**config.mk**
```make
export PLATFORM = sky130hd
export DESIGN_NAME = rw_toags_window
export DESIGN_NICKNAME = d
export VERILOG_FILES = /design/src/rtl/rw_toags_pkg.sv /design/src/rtl/rw_window_acc.sv /design/src/rtl/rw_toags_window.sv
export SDC_FILE = /design/constraint.sdc
export NUM_CORES = 1
export LEC_CHECK = 0
export BUFFER_PORTS_ARGS = -buffer_cell sky130_fd_sc_hd__buf_2
export CAP_MARGIN = 20
export CORE_AREA = 2 2 39 41
export CTS_BUF_LIST = sky130_fd_sc_hd__clkbuf_4 sky130_fd_sc_hd__clkbuf_8
export DETAILED_ROUTE_END_ITERATION = 10
export DIE_AREA = 0 0 41 43
export PLACE_DENSITY_LB_ADDON = 0.1
export SETUP_SLACK_MARGIN = 0.3
export SYNTH_ARGS = -nofsm -noshare
export SYNTH_HDL_FRONTEND = slang
export SYNTH_SLANG_ARGS = --single-unit
```
**constraint.sdc**
```tcl
create_clock -name clk -period 1.9 [get_ports clk]
set_input_delay 0.19 -clock clk [delete_from_list [all_inputs] [get_ports clk]]
set_output_delay 0.19 -clock clk [all_outputs]
set_load 0.02 [all_outputs]
```
**src/rtl/rw_toags_pkg.sv**
```systemverilog
// Shared types and helpers for the toggle/AND window machine.
package rw_toags_pkg;

    typedef enum logic [1:0] {
        IDLE = 2'd0,
        ACC  = 2'd1,
        EMIT = 2'd2,
        HALT = 2'd3
    } tag_t;

    localparam int OP_AND = 0;
    localparam int OP_OR  = 1;

    // Widest stream the seed helper can describe; callers truncate to W.
    localparam int SEED_MAX_W = 256;

    // Identity element of the reduction: all ones for AND, zeros for OR.
    function automatic logic [SEED_MAX_W-1:0] seed(input int w, input int op);
        logic [SEED_MAX_W-1:0] s;
        s = '0;
        if (op == OP_AND) begin
            for (int i = 0; i < SEED_MAX_W; i++) begin
                if (i < w) s[i] = 1'b1;
            end
        end
        return s;
    endfunction

endpackage

```
**src/rtl/rw_window_acc.sv**
```systemverilog
// Window accumulator: folds LEN samples with AND/OR and flags the last one.
module rw_window_acc
    import rw_toags_pkg::*;
#(
    parameter int W   = 1,
    parameter int LEN = 2,
    parameter int OP  = OP_AND
) (
    input  logic         clk,
    input  logic         rst,
    input  logic         clr,
    input  logic         en,
    input  logic [W-1:0] data,
    output logic         last,
    output logic [W-1:0] acc
);

    localparam int           CW   = (LEN > 1) ? $clog2(LEN) : 1;
    localparam logic [W-1:0] SEED = W'(seed(W, OP));

    logic [W-1:0]  acc_q, acc_d;
    logic [CW-1:0] cnt_q, cnt_d;

    assign last = (cnt_q == CW'(LEN - 1));
    assign acc  = acc_q;

    // Clear has priority; otherwise fold one sample and advance the count.
    always_comb begin
        acc_d = acc_q;
        cnt_d = cnt_q;
        if (clr) begin
            acc_d = SEED;
            cnt_d = '0;
        end else if (en) begin
            acc_d = (OP == OP_OR) ? (acc_q | data) : (acc_q & data);
            cnt_d = last ? '0 : cnt_q + CW'(1);
        end
    end

    // Accumulator and sample counter registers.
    always_ff @(posedge clk or posedge rst) begin
        if (rst) begin
            acc_q <= SEED;
            cnt_q <= '0;
        end else begin
            acc_q <= acc_d;
            cnt_q <= cnt_d;
        end
    end

endmodule

```
**src/rtl/rw_toags_window.sv**
```systemverilog
// Windowed AND/OR reduction with a per-window toggling pass-through mask
// and a sticky stop request.
module rw_toags_window
    import rw_toags_pkg::*;
#(
    parameter int           W         = 1,
    parameter int           LEN       = 2,
    parameter int           OP        = OP_AND,
    parameter logic [W-1:0] MASK_INIT = '1
) (
    input  logic         clk,
    input  logic         rst,
    input  logic [W-1:0] __in0,
    input  logic         __in1,
    output logic [W-1:0] __out0,
    output logic         __continue
);

    tag_t         tag_q, tag_d;
    logic [W-1:0] st1_q, st1_d;
    logic         stop;
    logic         acc_clr, acc_en, acc_last;
    logic [W-1:0] acc_val;

    rw_window_acc #(.W(W), .LEN(LEN), .OP(OP)) u_acc (
        .clk  (clk),
        .rst  (rst),
        .clr  (acc_clr),
        .en   (acc_en),
        .data (__in0),
        .last (acc_last),
        .acc  (acc_val)
    );

    // Next-state and Mealy outputs; a stop overrides the state's actions.
    // Reset masks stop so outputs show IDLE values while rst is held.
    always_comb begin
        stop       = __in1 && (tag_q != HALT) && !rst;
        tag_d      = tag_q;
        st1_d      = st1_q;
        acc_clr    = 1'b0;
        acc_en     = 1'b0;
        __out0     = '0;
        __continue = 1'b1;
        case (tag_q)
            IDLE: begin
                tag_d   = ACC;
                acc_clr = 1'b1;
            end
            ACC: begin
                __out0 = __in0 & st1_q;
                acc_en = 1'b1;
                if (acc_last) tag_d = EMIT;
            end
            EMIT: begin
                __out0  = acc_val;
                st1_d   = ~st1_q;
                acc_clr = 1'b1;
                tag_d   = ACC;
            end
            HALT: begin
                __continue = 1'b0;
            end
            default: tag_d = IDLE;
        endcase
        if (stop) begin
            tag_d      = HALT;
            st1_d      = st1_q;
            acc_clr    = 1'b0;
            acc_en     = 1'b0;
            __out0     = '0;
            __continue = 1'b0;
        end
    end

    // State tag and toggle mask registers.
    always_ff @(posedge clk or posedge rst) begin
        if (rst) begin
            tag_q <= IDLE;
            st1_q <= MASK_INIT;
        end else begin
            tag_q <= tag_d;
            st1_q <= st1_d;
        end
    end

endmodule

```
==> out/summary.txt <==
core box area - 1380 um2
most numerous cell in the Yosys netlist - ha_1
Wirelength per Cell - 11.4 um
clock slew at reported path FFs - 50 ps
CTS root buffer - clkbuf_4
Antenna Nets Post-Route - 0
Finished Core Util - 34.9%
top post-synthesis cells by count - ha_1 (5), nor2_1 (4), dfrtp_1 (3), inv_1 (3)
critical path type - flop to primary output
CP Max Fanout - 2
Avg Inst Size Synth - 10.1 um2
top-area cell type share of the netlist area - 21.9%
clock buffer count from CTS - 3
clock sinks - 5
worst-path cell chain - ha_2 > or3b_4 > nand2_2 > nor2_1 > buf_4
GRT overflow - 0
Worst VDD drop - 0.252 mV
clk_skew - 6.10 ps
# diodes - 0
Post-synth EDFFs - 0
first-pass GRT wire length - 1180 um
vias in the first global route - 294
critical path launch point type - flop
R2R depth - 6
setup TNS - 0 ps
delay-heaviest family, CP - simple AND/OR/NAND/NOR gates
largest net degree at the start of global routing - 7
final setup fails - 0
Worst Path Arrival - 1440 ps
FMAX - 613 MHz
Syn Inst Count - 34
final std cell area, no fill - 483 um2
Die H - 43 um
max-cap violation count - 0
PwrDens - 533 nW/um2
CP required - 1710 ps
worst hold path class - input pin to flop
P&R area growth vs syn - 40.9%
Routed WL - 744 um
#FFs+latches synth - 5
Synth Flop Type - dfrtp_1
mapped cell area - 343 um2
routed via count - 294
WP depth - 5
initial antenna violation count - 0
worst skew pair latency - 240 ps
Buf+Inv Stages, Crit Path - 1
DP Area - 388 um2
Hold Path Stages - 4
initial drt markers - 4
vias per cell - 4.52
Seq/Total Area, Yosys - 37.2%
residual DRC count - 0
row count - 14
Synth cell types - 19
Slew @ Worst Pin - 345 ps
max-slew violations - 0
first-pass detailed-route iteration total - 2
Top Ports - 6
Initial Util - 24.8%
Max-Slew Margin vs Limit - 76.9%
Die X - 41 um
Final Critical Period - 1630 ps
gr usage total - 10.5%
final worst-path cycle share - 85.9%
Yosys top cell by area - dfrtp_1
Async S/R FF share, synth - 100%
Worst path max stage delay - 390 ps
final count of hold timing violations - 0
top cells by area, synth - dfrtp_1 (22%), ha_1 (18%), dfstp_2 (15%)
Synth Warn # - 0
Worst path slowest cell - dfrtp_1
die footprint - 1760 um2
Synthesized Nets - 43
htree depth - 1
Clock Tree Buf Depth - 2
nature of the critical path endpoint - primary output
status - complete, no violations
Placer Congestion - 0.658
layout cells sized above 1 - 46.9%
RSZ-0062 raised after global routing - true
Port Buffers - 5
CTS tree - done
# nets final - 59
leakage power - 0.000222 uW
==> cells by family after synthesis <==
group / count (synthesis) / synth area share (%)
AOI/OAI and AO/OA: 9 / 21.5
xor gates and xnor gates: 1 / 2.56
DFF: 5 / 37.2
and+or+nand+nor: 11 / 17.2
adders and majority gates: 5 / 18.2
buffers and inverters: 3 / 3.28
==> placed cells by master (no fill, tap or decap) <==
| master | count |
|---|---|
| nor2_1 | 4 |
| nor2b_1 | 1 |
| clkbuf_4 | 4 |
| buf_2 | 4 |
| inv_1 | 3 |
| buf_4 | 6 |
| nor3b_2 | 1 |
| dlygate4sd3_1 | 1 |
| or3b_4 | 1 |
| nand2_1 | 1 |
| a22o_1 | 1 |
| a21oi_1 | 1 |
| nand2_2 | 1 |
| o31ai_1 | 1 |
| dfrtp_1 | 3 |
| a2bb2oi_1 | 2 |
| a21oi_4 | 1 |
| ha_2 | 3 |
| a32oi_1 | 1 |
| xnor2_1 | 1 |
| nor3_1 | 1 |
| o21ai_0 | 2 |
| dfstp_2 | 2 |
| nand2b_1 | 1 |
| ha_1 | 2 |
==> repair_timing <==
| action | in CTS | in global routing |
|---|---|---|
| setup endpoints to repair | 1 | 5 |
| resized for setup | 4 | 2 |
| hold endpoints to repair | 3 | 0 |
| setup buffers | 4 | 1 |
| hold buffers | 1 | 0 |
| pin swaps | 3 | 1 |
==> path summary, 6_finish.rpt <==
path,startpoint,endpoint,slack [ps]
worst max-delay path,tag_q[0],__out0,270
worst min-delay path,__in0,u_acc.acc,290
worst max register to register,tag_q[0],u_acc.last,340
worst min register to register,st1_q,st1_q,490
max in group asynchronous,rst,st1_q,1220
min in group asynchronous,rst,tag_q[1],430
==> stage by stage <==
step                      hold WS [ps]  cells  setup slack (ps)  total power, uW
after CTS                          272     64               253              267
after floorplan                  -24.6     34               494              114
final                              286     65               268              257
after global placement             132     55               336              119
after global routing               303     65               208              282
after detailed placement           132     55               331              119
==> worst min-delay path, stage by stage <==
cell and delay [ps]:
buf_2 80, nand2b_1 90, o21ai_0 60, o21ai_0 70
==> where the power goes <==
part / switching (uW) / total (uW) / internal [uW]
combinational: 5.01 / 10.1 / 5.11
clock: 44.2 / 138 / 93.7
sequential: 0.478 / 109 / 109
total: 49.7 / 257 / 208
==> layout make-up <==
cell class	instances	area, um2
fillers	151	901
multi-input cells	26	219
flip-flops and latches	5	128
repair buffers	11	75.1
clock buffers	4	30.0
well taps	16	20.0
inverters	3	11.3
==> metal layers <==
layer / track usage (%) / up-vias / part of all wire, %
li1: - / 148 / -
met1: 10.5 / 140 / 42
met2: 15.9 / 6 / 52
met3: 7.85 / 0 / 5.9
met4: 4.00 / 0 / 0
met5: 0 / - / 0
==> state kept, by name, summed over array words and instances, names as in the netlist <==
signal	cells
tag_q	2
st1_q	1
u_acc.acc	1
u_acc.last	1
Note: power is estimated with default switching activity, not from simulation.
